File: src/rtl/config_bitstream_loader.sv
`default_nettype none
// ============================================================================
// Module   : config_bitstream_loader
// Purpose  : Takes a configuration bitstream as parallel words on a
//            valid/ready stream and shifts it, MSB first, into the serial
//            config chain of a logic tile. Exactly CHAIN_LENGTH shift
//            strobes are issued per load; unused low bits of the final
//            word are dropped.
// Options  : `define CONFIG_LOADER_CRC_EN to add a CRC-16-CCITT check of the
//            emitted bits against the low 16 bits of one trailing word.
// Ports    : clock          rising-edge clock shared with the chain
//            nreset         asynchronous active-low reset
//            start          pulse to begin a load (IDLE/DONE only)
//            word_data      bitstream word, MSB first
//            word_valid     word_data valid
//            word_ready     loader accepts a word this cycle
//            config_data    serial bit to chain data_in (registered)
//            config_enable  shift strobe to chain enable (registered)
//            busy           load in progress
//            done           load complete, held until start or reset
//            error          CRC mismatch (0 when CRC option is off)
// Revision : 1.0 - initial release
// ============================================================================
module config_bitstream_loader #(
    parameter int WORD_WIDTH   = 32,
    parameter int CHAIN_LENGTH = 146,
    parameter int COUNT_WIDTH  = 8
) (
    input  logic                  clock,
    input  logic                  nreset,
    input  logic                  start,
    input  logic [WORD_WIDTH-1:0] word_data,
    input  logic                  word_valid,
    output logic                  word_ready,
    output logic                  config_data,
    output logic                  config_enable,
    output logic                  busy,
    output logic                  done,
    output logic                  error
);

    localparam int                    c_WBIT_W     = $clog2(WORD_WIDTH + 1);
    localparam logic [COUNT_WIDTH-1:0] c_CHAIN_LAST = COUNT_WIDTH'(CHAIN_LENGTH);
    localparam logic [c_WBIT_W-1:0]    c_WORD_LAST  = c_WBIT_W'(WORD_WIDTH);

    typedef enum logic [2:0] {
        S_IDLE      = 3'd0,
        S_WAIT_WORD = 3'd1,
        S_SHIFT     = 3'd2,
        S_CHECK     = 3'd3,
        S_DONE      = 3'd4
    } state_t;

    state_t                  r_state,       w_state_next;
    logic [WORD_WIDTH-1:0]   r_shift,       w_shift_next;
    logic [COUNT_WIDTH-1:0]  r_bit_cnt,     w_bit_cnt_next;
    logic [c_WBIT_W-1:0]     r_word_bits,   w_word_bits_next;
    logic                    r_config_data, w_config_data_next;
    logic                    r_config_en,   w_config_en_next;
    logic                    r_done,        w_done_next;
    logic                    w_emit;
    logic                    w_emit_bit;

`ifdef CONFIG_LOADER_CRC_EN
    logic [15:0]             r_crc,         w_crc_next;
    logic                    r_error,       w_error_next;
`endif

    // ------------------------------------------------------------------
    // Next-state / datapath logic
    // ------------------------------------------------------------------
    always_comb begin
        w_state_next       = r_state;
        w_shift_next       = r_shift;
        w_bit_cnt_next     = r_bit_cnt;
        w_word_bits_next   = r_word_bits;
        w_config_data_next = 1'b0;
        w_config_en_next   = 1'b0;
        w_done_next        = r_done;
        w_emit             = 1'b0;
        w_emit_bit         = r_shift[WORD_WIDTH-1];
`ifdef CONFIG_LOADER_CRC_EN
        w_crc_next         = r_crc;
        w_error_next       = r_error;
`endif

        case (r_state)
            S_IDLE, S_DONE: begin
                if (start) begin
                    w_state_next   = S_WAIT_WORD;
                    w_bit_cnt_next = '0;
                    w_done_next    = 1'b0;
`ifdef CONFIG_LOADER_CRC_EN
                    w_crc_next     = 16'hFFFF;
                    w_error_next   = 1'b0;
`endif
                end
            end
            S_WAIT_WORD: begin
                // The MSB goes straight to the output register on the
                // accept edge so the first strobe follows immediately.
                if (word_valid) begin
                    w_state_next     = S_SHIFT;
                    w_emit           = 1'b1;
                    w_emit_bit       = word_data[WORD_WIDTH-1];
                    w_shift_next     = word_data << 1;
                    w_word_bits_next = c_WBIT_W'(1);
                end
            end
            S_SHIFT: begin
                // r_bit_cnt / r_word_bits count bits already on the output,
                // including the one being presented this cycle.
                if ((r_word_bits != c_WORD_LAST) && (r_bit_cnt != c_CHAIN_LAST)) begin
                    w_emit           = 1'b1;
                    w_shift_next     = r_shift << 1;
                    w_word_bits_next = r_word_bits + c_WBIT_W'(1);
                end else if (r_bit_cnt != c_CHAIN_LAST) begin
                    w_state_next = S_WAIT_WORD;
                end else begin
`ifdef CONFIG_LOADER_CRC_EN
                    w_state_next = S_CHECK;
`else
                    w_state_next = S_DONE;
                    w_done_next  = 1'b1;
`endif
                end
            end
`ifdef CONFIG_LOADER_CRC_EN
            S_CHECK: begin
                if (word_valid) begin
                    w_state_next = S_DONE;
                    w_done_next  = 1'b1;
                    w_error_next = (word_data[15:0] != r_crc);
                end
            end
`endif
            default: begin
                w_state_next = S_IDLE;
            end
        endcase

        if (w_emit) begin
            w_config_en_next   = 1'b1;
            w_config_data_next = w_emit_bit;
            w_bit_cnt_next     = r_bit_cnt + COUNT_WIDTH'(1);
`ifdef CONFIG_LOADER_CRC_EN
            w_crc_next = {r_crc[14:0], 1'b0} ^
                         ((r_crc[15] ^ w_emit_bit) ? 16'h1021 : 16'h0000);
`endif
        end
    end

    // ------------------------------------------------------------------
    // State registers
    // ------------------------------------------------------------------
    always_ff @(posedge clock or negedge nreset) begin
        if (!nreset) begin
            r_state       <= S_IDLE;
            r_shift       <= '0;
            r_bit_cnt     <= '0;
            r_word_bits   <= '0;
            r_config_data <= 1'b0;
            r_config_en   <= 1'b0;
            r_done        <= 1'b0;
        end else begin
            r_state       <= w_state_next;
            r_shift       <= w_shift_next;
            r_bit_cnt     <= w_bit_cnt_next;
            r_word_bits   <= w_word_bits_next;
            r_config_data <= w_config_data_next;
            r_config_en   <= w_config_en_next;
            r_done        <= w_done_next;
        end
    end

`ifdef CONFIG_LOADER_CRC_EN
    always_ff @(posedge clock or negedge nreset) begin
        if (!nreset) begin
            r_crc   <= 16'hFFFF;
            r_error <= 1'b0;
        end else begin
            r_crc   <= w_crc_next;
            r_error <= w_error_next;
        end
    end
    assign error = r_error;
`else
    assign error = 1'b0;
`endif

    assign word_ready    = (r_state == S_WAIT_WORD) || (r_state == S_CHECK);
    assign busy          = (r_state == S_WAIT_WORD) || (r_state == S_SHIFT) ||
                           (r_state == S_CHECK);
    assign config_data   = r_config_data;
    assign config_enable = r_config_en;
    assign done          = r_done;

endmodule
`default_nettype wire

File: config.mk
export PLATFORM = sky130hd
export DESIGN_NAME = config_bitstream_loader
export DESIGN_NICKNAME = d
export VERILOG_FILES = /design/src/rtl/config_bitstream_loader.sv
export SDC_FILE = /design/constraint.sdc
export NUM_CORES = 1
export LEC_CHECK = 0
export CAP_MARGIN = 20
export CORE_MARGIN = 3
export CORE_UTILIZATION = 62
export DETAILED_ROUTE_END_ITERATION = 10
export DONT_BUFFER_PORTS = 1
export MAX_ROUTING_LAYER = met4
export PLACE_DENSITY = 0.82
export RECOVER_POWER = 25
export SLEW_MARGIN = 0
export SYNTH_ARGS = -nofsm -noshare
export SYNTH_HDL_FRONTEND = slang
export SYNTH_SLANG_ARGS = --single-unit
File: constraint.sdc
create_clock -name clock -period 1.9 [get_ports clock]
set_input_delay 0.095 -clock clock [delete_from_list [all_inputs] [get_ports clock]]
set_output_delay 0.095 -clock clock [all_outputs]
set_load 0.02 [all_outputs]
# Word level (Yosys, flattened, before mapping)
# Cells that the tools add are included.
word_totals:
  reg_bits: 52
  elab_cells: 59
  inputBits: 36
classes:
  n_mux: 25
  n_eq_ne: 11
  reduce_logical: 14
  addsub: 2
ops:
  columns: ["cell", "n"]
  rows:
  - ["2-to-1 mux 32 bit", 2]
  - ["case mux 32 bit (2 select lines)", 1]
  - ["2-to-1 mux 8 bit", 3]
  - ["2-to-1 mux 3 bit", 4]
  - ["2-to-1 mux 6 bit", 2]
  - ["case mux 6 bit (2 select lines)", 1]
  - ["!= test 2 bit (second input constant)", 5]
  - ["2-to-1 mux 1 bit", 9]
  - ["case mux 3 bit (3 select lines)", 1]
  - ["adder 8 x 1 -> 8 bit (second input constant)", 1]
  - ["!= test 8 bit (second input constant)", 1]
  - ["nonzero test 2 bit", 4]
  - ["adder 6 x 1 -> 6 bit (second input constant)", 1]
  - ["== test 3 x 2 -> 1 bit (second input constant)", 2]
  - ["!= test 6 bit (second input constant)", 1]
  - ["AND reduction 3 bit", 2]
  - ["case mux 1 bit (2 select lines)", 2]
  - ["AND reduction 4 bit", 1]
  - ["== test 3 x 1 -> 1 bit (second input constant)", 1]
  - ["== test 3 bit (second input constant)", 1]
  - ["logical NOT 3 bit", 1]
  - ["logical OR 1 bit", 3]
  - ["AND reduction 2 bit", 1]
  - ["OR reduction 2 bit", 1]
  - ["logical AND 1 bit", 1]

# Logic depth before layout (Yosys ltp)
# Gate-level depths: netlist (run 1).
depth:
  word_depth: 6
  mapped_depth: 9
  depth_no_buf: 8

# Least setup slack after synthesis (run 1)
# OpenSTA, ideal clock, no wires.
synth_timing:
  kind: "reg2reg"
  startpoint: "reg r_bit_cnt[0]"
  endpoint: "reg r_bit_cnt[7]"
  setup_time_ns: 0.124
  stages_incl_launch_ff: 9
  n_path_buf: 0
  required_ns: 1.776
  arrival_time_ns: 1.656
  path_slack_ns: 0.120
  cell_sequence: "dfrtp_1 -> inv_1 -> ha_1 -> nor3b_1 -> a21boi_2 -> a21oi_4 -> inv_4 -> and3_1 -> a211o_1"
synth_via:
  elab_chain_cells: 6
synth_rtl:
  columns: ["element", "line", "source"]
  rows:
  - ["from (decl)", "56", "logic [COUNT_WIDTH-1:0] r_bit_cnt, w_bit_cnt_next;"]
  - ["from (signal assigned)", "168", "r_bit_cnt <= w_bit_cnt_next;"]
  - ["!= test 8 bit", "113", "if ((r_word_bits != c_WORD_LAST) && (r_bit_cnt != c_CHAIN_LAST)) begin"]
  - ["logical AND 1 bit", "113", null]
  - ["2-to-1 mux 1 bit", "113", null]
  - ["case mux 1 bit (2 select lines)", "87", "case (r_state)"]
  - ["nonzero test 2 bit (no line)", null, null]
  - ["AND reduction 2 bit (no line)", null, null]
# Several ways; a longest one is shown, not always the timed one.
# A chain may end at the register's enable or synchronous reset.

# Worst setup path after layout (run 1)
layout_timing:
  startpoint: "reg r_bit_cnt[1]"
  endpoint: "reg r_bit_cnt[6]"
# Same word-level chain as after synthesis.

==> results of run 1 <==
power by group through the flow:
| stage | clock [uW] | combinational [uW] | sequential, uW |
|---|---|---|---|
| 2_1_floorplan | 0 | 1170 | 1770 |
| 3_3_place_gp | 0 | 1560 | 1790 |
| 3_5_place_dp | 0 | 1630 | 1810 |
| 4_1_cts | 747 | 1720 | 1790 |
| 5_1_grt | 792 | 1960 | 1850 |
| 6_report | 739 | 1790 | 1820 |
critical path, stage by stage, from the launching register on:
cell and delay [ns]:
dfrtp_1 0.40, ha_1 0.19, nor3b_2 0.16, a21boi_2 0.25
a21oi_4 0.11, inv_4 0.13, a21oi_2 0.09, a221o_1 0.38
area by class of cell:
cell class                 count  share of cell area
inverter                       6             0.00873
tap                           46              0.0201
clock buffer                   5              0.0240
timing repair buffer          49               0.159
sequential                    51               0.445
clock inverter                 2              0.0131
multi-input combinational    169               0.330
routing by layer:
metal	track usage	part of all wire	vias to the layer above
li1	-	-	930
met1	0.325	0.40	985
met2	0.485	0.53	75
met3	0.0641	0.049	10
met4	0.0810	0.015	0
met5	-	0	-
what timing repair did:
item                                    4_1_cts  5_1_grt
hold endpoints to repair                     81        0
setup buffers                                 0        1
resized for setup                             0        1
endpoints found under the setup margin        0       36
hold buffers                                 32        0
metrics by stage:
stage	area, um2	worst slack [ns]	instances	hold slack (ns)	total power, uW
2_1_floorplan	2310	0.120	239	-0.201	2940
3_3_place_gp	2430	0.134	288	-0.199	3350
3_5_place_dp	2430	0.0667	288	-0.200	3440
4_1_cts	2880	0.0529	327	0.00248	4260
5_1_grt	2870	0.0112	328	0.00246	4610
6_report	2870	0.0865	328	0.00193	4340
worst paths after layout:
path | startpoint | end | slack, ns | cells past startpoint
worst max-delay path | r_bit_cnt[1] | r_bit_cnt[6] | 0.09 | 7
worst min-delay path | word_data[3] | r_shift[4] | 0.002 | 2
worst max register to register | r_bit_cnt[1] | r_bit_cnt[6] | 0.09 | 7
worst min register to register | r_shift[16] | r_shift[16] | 0.51 | 2
max in group asynchronous | nreset | r_shift[10] | 0.58 | 2
min in group asynchronous | nreset | r_word_bits[5] | 0.59 | 2
registers in the layout, summed over array words and instances, names as in the netlist:
| register | flops |
|---|---|
| r_shift | 31 |
| r_bit_cnt | 8 |
| r_word_bits | 6 |
| r_state | 3 |
| config_data | 1 |
| config_enable | 1 |
| done | 1 |
Yosys cell counts (2+ instances only):
library cell,count
a22o_1,2
a221o_1,2
and3_1,5
buf_2,6
nand4_1,3
dfrtp_1,51
nor3b_1,3
inv_1,5
nor3_1,5
clkbuf_1,5
a211o_1,4
buf_4,2
nand3_1,4
o21ai_0,3
o22ai_1,30
nand2_1,13
nor2_1,66
nand3b_1,2
ha_1,4
a21oi_1,5
logic make-up (layout without fill, tap and decap cells):
family,Yosys count,count (layout),synth area share
AND/OR/NAND/NOR,108,108,0.214
AO/OA/AOI/OAI,53,53,0.159
flip-flops,51,51,0.553
buffers and inverters,19,62,0.0385
adder cells (fa/ha/maj),4,4,0.0217
XOR/XNOR,2,2,0.00759
other,1,1,0.00163
multiplexers,1,1,0.00434
==> impl_results.md, run 1 <==
* DIE HEIGHT at 67 um
* DIE WIDTH at 67 um
* Layout cell share with drive strength beyond 1 at 0.121
* # rows at 21
* HPWL Detailed at 3170 um
* Post-synth cell types at 39
* CTS Sinks at 51
* Crit path capture type: flop
* Clock Tree Buf Depth at 2
* Flop and latch count out of synthesis at 51
* Largest net degree at the start of global routing at 52
* Max_cap viols at 0
* CTS H-tree depth at 2
* Cell leakage power at 0.00130 uW
* Synthesized area per cell at 9.65 um2
* Logic pwr share at 0.412
* Fmax at 551 MHz
* TritonRoute pass-1 iters at 4
* Syn_nets at 279
* Final Net Count at 322
* IO Pins at 42
* RD Place Congestion at 0.810
* Peak supply drop at 947 uV
* 1st-iter DRT viols at 228
* CTS tree: done
* Most used DFF post-synth: dfrtp_1
* Crit path launch type: flop
* Area of the core at 0.00347 mm2
* Initial core utilization at 0.665
* Total gr overflow at 0
* Sw Ratio at 0.388
* Post-Route Setup TNS at 0 ns
* Pin slew with the least headroom to its limit at 1.20 ns
* RSZ-0062 raised after global routing: false
* Max-slew headroom at 0.197
* Total area of sequential cells at 0.00128 mm2
* Fin crit share at 0.954
* Status: finished, final reports clean
* Asr flop ratio synth at 1.00
* Fin crit period at 1.81 ns
* Global-route wire length before repair at 8990 um
* Ant. Diodes at 0
* Sequential share of power at 0.418
* Vias in the first global route at 1947
* Area grow syn2layout at 24.3%
* IO buf count at 0
* Via Count at 2000
* Commonest non-fill, non-tap cell in the layout: nor2_1
* Final Hold Viols at 0
* TritonCTS Buffers at 5
* Worst Skew at 0.00987 ns
* Post-layout util at 0.827
* Area of the multi-input gates at 947 um2
* Cell Int Power at 2660 uW
* Worst-path fanout max at 10
* Arr. time, crit path at 2.01 ns
* Clock slew at reported path FFs at 0.09 ns
* Most frequent cells in the layout: 66 x nor2_1, 51 x dfrtp_1, 31 x dlygate4sd3_1
* Pins Over Slew Limit at 0
* Vias per inst at 6.10
* Hold WC Path Type: in -> reg
* Worst skew pair latency at 0.31 ns
* Post-synth EDFFs at 0
* CTS root buffer: clkbuf_8
* WS Path Type: reg -> reg
* Cell count after synthesis at 239
* Wire per inst at 17.3 um
* Synthesized cell area at 0.00231 mm2
* YS warnings at 0
* Drt drc at 0
* Final Setup Violations at 0
* Post-synthesis sequential area ratio at 0.553
* Yosys top cell by area: dfrtp_1
* Clock power frac at 0.170
* Fill count at 199
* Required time of the critical path at 2.10 ns
* Post-Route WL at 5670 um
* Post-route antenna net violation count at 0
* Global router's overall resource usage at 0.280
* P_sw at 1680 uW
* Power per cell area at 1510 mW/mm2
* Top cell type's share of synthesized area at 0.553
* Die area at 0.00449 mm2
* Top post-synthesis cells by area: dfrtp_1 55%, nor2_1 11%, o22ai_1 8.1%, ha_1 2.2%, nand2_1 2.1%
* Antenna violations before repair at 0
(Power assumes the default switching activity.)
==> run 2, diff against run 1 <==
- CORE_UTILIZATION: 62 -> 30
- PLACE_DENSITY: 0.82 -> 0.48
- SETUP_SLACK_MARGIN: unset -> 0.02
==> run 2 against run 1 <==
Fmax grew 3.3%; clock-buffer cell count unchanged; via count down 8.9%; sequential power down 2%; first-iteration DRC count decreased by 62%; utilization shrank 42 points; total power is 0.65% lower; largest cell class unchanged; hold slack better by 0.0061 ns; flip-flop and latch count unchanged; global-route usage shrank 15 points; clock power is 5.4% higher; critical endpoint unchanged; highest routed layer unchanged; worst setup slack improved by 0.059 ns.
==> impl_results.md, run 2 (synthesis results as in run 1) <==
* Status: finished, final reports clean
* Crit path capture type: flop
* DIE HEIGHT at 93.7 um
* CTS Sinks at 51
* Met1 global-route usage at 0.180
* Clock Tree Buf Depth at 2
* Max-slew headroom at 0.150
* WS Path Type: reg -> reg
* Vias per inst at 4.72
* Area of the core at 0.00737 mm2
* FF-to-FF End: r_bit_cnt[6]
* RD Place Congestion at 0.765
* Power per cell area at 1440 mW/mm2
* Global-route wire length before repair at 8890 um
* Most flops, register: r_shift
* Hold WC Path Type: in -> reg
* CTS H-tree depth at 2
* Met3 usage at 0.0280
* Post-route antenna net violation count at 0
* CTS tree: done
* Vias in the first global route at 1847
* # rows at 31
* Drt drc at 0
* Worst Skew at 0.0112 ns
* Power Total at 4320 uW
* Worst-path fanout max at 3
* Reg-to-reg setup timing slack at 0.15 ns
* Busiest grt layer: met2
* Wire per inst at 13.5 um
* CP endpoint: r_bit_cnt[6]
* Cell Chain, Critical Path: inv_1 > ha_1 > nor3b_4 > a21boi_2 > a21oi_4 > buf_4 > buf_4 > nor2_1 > a221o_1
* CTS root buffer: clkbuf_8
* Final Net Count at 326
* Arr. time, crit path at 1.94 ns
* Initial core utilization at 0.313
* Number of flip-flops in the largest register at 31
* Post-layout util at 0.407
* DIE WIDTH at 93.7 um
* 1st-iter DRT viols at 86
* HPWL Detailed at 3430 um
* Area grow syn2layout at 30.0%
* Post-Route Setup TNS at 0 ns
* Crit path launch type: flop
* RSZ-0062 raised after global routing: true
* Fmax at 570 MHz
* TritonCTS Buffers at 5
* Clock slew at reported path FFs at 0.10 ns
* Largest net degree at the start of global routing at 52
* Via Count at 1823
* TritonRoute pass-1 iters at 4
* Most frequent cells in the layout: 66 x nor2_1, 51 x dfrtp_1, 33 x dlygate4sd3_1
* Worst skew pair latency at 0.30 ns
* Largest regs: r_shift: 31 flops, r_bit_cnt: 8 flops, r_word_bits: 6 flops
* GR Util met2 at 0.193
* Pins Over Slew Limit at 0
* Reg2reg start: r_bit_cnt[0]
* Peak supply drop at 566 uV
* Fin Hold WS at 0.00808 ns
* IO buf count at 0
* Final Setup Violations at 0
* Placed cell count at 341
* Required time of the critical path at 2.09 ns
* Critical path's most frequent cell: buf_4
* Buf/Inv on CP at 3
* Final Hold Viols at 0
* Cell leakage power at 0.00133 uW
* Pin slew with the least headroom to its limit at 1.28 ns
* Worst Setup SP: r_bit_cnt[0]
* Worst path depth at 9
* Worst hold path depth at 2
* Non-filler cells, final at 386
* Fin crit share at 0.924
* Crit-path slowest cell: dfrtp_1
* Post-Route WL at 5210 um
* Die area at 0.00878 mm2
* CP delay by family, top: compound AO/OA/AOI/OAI gates
* Commonest non-fill, non-tap cell in the layout: nor2_1
* CP max stage delay at 0.38 ns
* Antenna violations before repair at 0
* Total gr overflow at 0
* Max_cap viols at 0
* Ant. Diodes at 0
* Fin crit period at 1.75 ns
* Layout cell share with drive strength beyond 1 at 0.129
* Reg2Reg Depth at 9
* Global router's overall resource usage at 0.129
* IO Pins at 42
-- run 2: changes by cell type in the layout (fill, tap and decap cells not counted), sizes merged --
cell         change
inv              +1
clkinv           +1
clkinvlp         -1
buf              +2
dlygate4sd3      +2
-- run 2: how the worst min path moves through the flow --
| stage | startpoint | endpoint | slack [ns] |
|---|---|---|---|
| floorplan | nreset | config_data | -0.20 |
| global placement | nreset | done | -0.20 |
| detailed placement | nreset | r_state[1] | -0.20 |
| CTS | word_data[29] | r_shift[30] | 0.0006 |
| global route | word_data[29] | r_shift[30] | 0.01 |
| finish | word_data[29] | r_shift[30] | 0.008 |
-- run 2: routing by layer --
| metal | vias up | wire length (um) |
|---|---|---|
| met3 | 2 | 185 |
| met5 | - | 0 |
| met2 | 30 | 2430 |
| li1 | 938 | - |
| met1 | 853 | 2590 |
| met4 | 0 | 14 |
-- run 2: power by group --
group          internal (uW)  leakage (uW)  switching, uW
sequential              1520      0.000606            266
combinational            770      0.000666            981
clock                    400     0.0000587            380
-- run 2: layout make-up --
cell class,instances,area [um2]
clock buffers,5,68.8
clock inverters,3,47.5
fillers,753,4370
inverters,6,27.5
multi-input cells,169,961
flip-flops and latches,51,1280
well taps,99,124
repair buffers,53,494
-- run 2: metrics by stage --
step | setup slack [ns] | cell area, um2
2_1_floorplan | 0.120 | 2310
3_3_place_gp | 0.102 | 2500
3_5_place_dp | -0.00866 | 2500
4_1_cts | 0.0342 | 2980
5_1_grt | 0.0106 | 3000
6_report | 0.145 | 3000
-- run 2: timing repair --
| action | CTS | global route |
|---|---|---|
| endpoints found under the setup margin | 23 | 33 |
| setup buffers | 0 | 3 |
| pin swaps | 0 | 2 |
| cloned | 0 | 0 |
| hold endpoints to repair | 83 | 0 |
| resized for setup | 1 | 4 |
| hold buffers | 34 | 0 |
==> run 3, diff against run 2 <==
- ABC_AREA: unset -> 1
==> run 3 against run 2 <==
Routed wire length is 5.5% higher; total power is 10% higher; synthesized area is 27% higher; design area is 7.5% higher; flip-flop and latch count stayed put; fmax is 3.7% higher; worst setup slack better by 0.063 ns; utilization is 6.3 points lower; largest cell class is now multi-input combinational cells.
==> impl_results.md, run 3 <==
* Status: finished, final reports clean
* Peak supply drop at 565 uV
* Most flops, register: r_shift
* Final Hold Viols at 0
* Wire per inst at 11.3 um
* Most frequent cells in the layout: 86 x nand2_1, 51 x dfrtp_1, 49 x inv_1
* Drt drc at 0
* Cell leakage power at 0.00157 uW
* Top-count cell post-synth: nand2_1
* Commonest non-fill, non-tap cell in the layout: nand2_1
* Crit path capture type: flop
* Pin slew with the least headroom to its limit at 1.29 ns
* Worst Skew at 0.00791 ns
* CTS tree: done
* CTS root buffer: clkbuf_8
* Fin crit share at 0.890
* Worst hold path depth at 4
* Global router's overall resource usage at 0.112
* Global-route wire length before repair at 10000 um
* Max-slew headroom at 0.138
* Reg-to-reg setup timing slack at 0.21 ns
* Layout cell share with drive strength beyond 1 at 0.237
* TritonRoute pass-1 iters at 4
* P_sw at 1990 uW
* Required time of the critical path at 2.09 ns
* Number of flip-flops in the largest register at 31
* IO Pins at 42
* Largest regs: r_shift: 31 flops, r_bit_cnt: 8 flops, r_word_bits: 6 flops
* DIE WIDTH at 105 um
* Post-Route WL at 5500 um
* Min-delay src: word_data[9]
* Final Setup Violations at 0
* CTS Sinks at 51
* Yosys top cell by area: dfrtp_1
* # rows at 35
* Post-synthesis sequential area ratio at 0.435
* Area grow syn2layout at 9.85%
* WS Path Type: reg -> reg
* FF-to-FF End: r_shift[11]
* Antenna violations before repair at 0
* Reg2reg start: r_bit_cnt[0]
* Area of the core at 0.00937 mm2
* Reg2Reg Depth at 10
* Largest net degree at the start of global routing at 63
* Post-Route Setup TNS at 0 ns
* Top cell type's share of synthesized area at 0.435
* Via Count at 2125
* Fmax at 591 MHz
* Ant. Diodes at 0
* Flop and latch count out of synthesis at 51
* Initial core utilization at 0.313
* Vias in the first global route at 2149
* Arr. time, crit path at 1.89 ns
* Vias per inst at 4.35
* Post-synth EDFFs at 0
* CTS H-tree depth at 2
* Logic pwr share at 0.495
* Final instance area at 0.00322 mm2
* 1st-iter DRT viols at 75
* Hold WC Path Type: in -> reg
* Worst-path fanout max at 17
* Max_cap viols at 0
* WHS Endpoint: r_shift[10]
* Synthesized area per cell at 8.24 um2
* Crit path launch type: flop
* Most frequent cells after synthesis: 86 x nand2_1, 51 x dfrtp_1, 49 x inv_1
* Die area at 0.0110 mm2
* Post-layout util at 0.344
* Fill count at 1036
* YS warnings at 0
* Total gr overflow at 0
* Asr flop ratio synth at 1.00
* IO buf count at 0
* Syn_nets at 396
* Final Net Count at 399
* Synthesized cell area at 0.00293 mm2
* Clock power frac at 0.154
* Sequential share of power at 0.351
* Cell Int Power at 2780 uW
* Sw Ratio at 0.417
* Pins Over Slew Limit at 0
* Clock Tree Buf Depth at 2
* Post-route antenna net violation count at 0
* HPWL Detailed at 3810 um
* RD Place Congestion at 0.788
* Cell count after synthesis at 356
* Dpl cell area at 0.00308 mm2
* DIE HEIGHT at 105 um
* Most used DFF post-synth: dfrtp_1
* Clock slew at reported path FFs at 0.09 ns
* Fin crit period at 1.69 ns
* TritonCTS Buffers at 5
* RSZ-0062 raised after global routing: false
* Post-synth cell types at 30
* Power per cell area at 1480 mW/mm2
* Worst skew pair latency at 0.30 ns
* Top post-synthesis cells by area: dfrtp_1 43%, nand2_1 11%, o21ai_2 9.0%, inv_1 6.3%, o21ai_0 5.5%
==> run 3: cell types whose count changed in the layout (fill, tap and decap cells not counted), moves of 7 or more <==
cell / delta
buf_4: -15
dlygate4sd3_1: -29
inv_1: +44
nand2_1: +73
nand2_2: +25
nand4_1: +7
nor2_1: -49
o21ai_0: +29
o21ai_2: +30
o22ai_1: -30
==> run 3: what timing repair did <==
| item | 4_1_cts | 5_1_grt |
|---|---|---|
| hold endpoints to repair | 54 | 0 |
| buffers inserted | 0 | 0 |
| endpoints found under the setup margin | 0 | 0 |
| hold buffers | 5 | 0 |
| resized for setup | 0 | 0 |
==> run 3: worst max path at each step <==
| stage | from | endpoint | slack [ns] | cells past startpoint |
|---|---|---|---|---|
| floorplan | r_bit_cnt[0] | r_shift[14] | 0.36 | 11 |
| global placement | r_bit_cnt[0] | r_word_bits[0] | 0.24 | 10 |
| detailed placement | r_bit_cnt[0] | r_shift[9] | 0.22 | 10 |
| CTS | r_bit_cnt[0] | r_shift[13] | 0.19 | 10 |
| global route | r_bit_cnt[0] | r_shift[10] | 0.03 | 10 |
| finish | r_bit_cnt[0] | r_shift[11] | 0.21 | 10 |
==> run 3: cell type report <==
type | instances | area [um2] | share of cell area
multi-input cells | 235 | 1320 | 0.409
clock inverters | 1 | 30.0 | 0.00932
inverters | 54 | 205 | 0.0637
repair buffers | 12 | 160 | 0.0497
clock buffers | 6 | 72.6 | 0.0225
well taps | 129 | 161 | 0.0501
flip-flops and latches | 51 | 1280 | 0.396
==> run 3: power groups by stage <==
stage	Clock, uW	Sequential, uW	Combinational, uW
floorplan	0	1660	2030
global placement	0	1690	2360
CTS	772	1680	2430
detailed placement	0	1700	2380
global route	820	1720	2730
finish	735	1670	2360
==> run 3: critical path, stage by stage, from the launching register on <==
cell and delay [ns]:
dfrtp_1 0.41, inv_1 0.11, ha_1 0.15, nand2_1 0.05
nor2_1 0.12, nand2_1 0.13, nand3_4 0.09, nand2_4 0.17
buf_12 0.22, nand2_1 0.07, o21ai_2 0.05
==> run 3: cells by family after synthesis <==
family          share of synthesized area
compound gates                      0.154
xor+xnor                          0.00597
fa+ha+maj                          0.0171
buf+inv                             0.116
flops                               0.435
other cells                       0.00128
simple gates                        0.271
==> run 3: metal layers <==
metal	track usage	vias up	routed length, um
li1	-	1117	-
met1	0.141	972	2640
met2	0.178	28	2530
met3	0.0303	8	265
met4	0.0328	0	72
met5	-	-	0
==> run 3: through the flow <==
step	instances	hold slack (ns)	setup slack, ns	total power [uW]
finish	488	0.0203	0.208	4760
global route	488	0.0266	0.0266	5270
detailed placement	476	-0.199	0.224	4080
CTS	488	0.0120	0.191	4880
global placement	476	-0.198	0.242	4050
floorplan	356	-0.201	0.362	3690
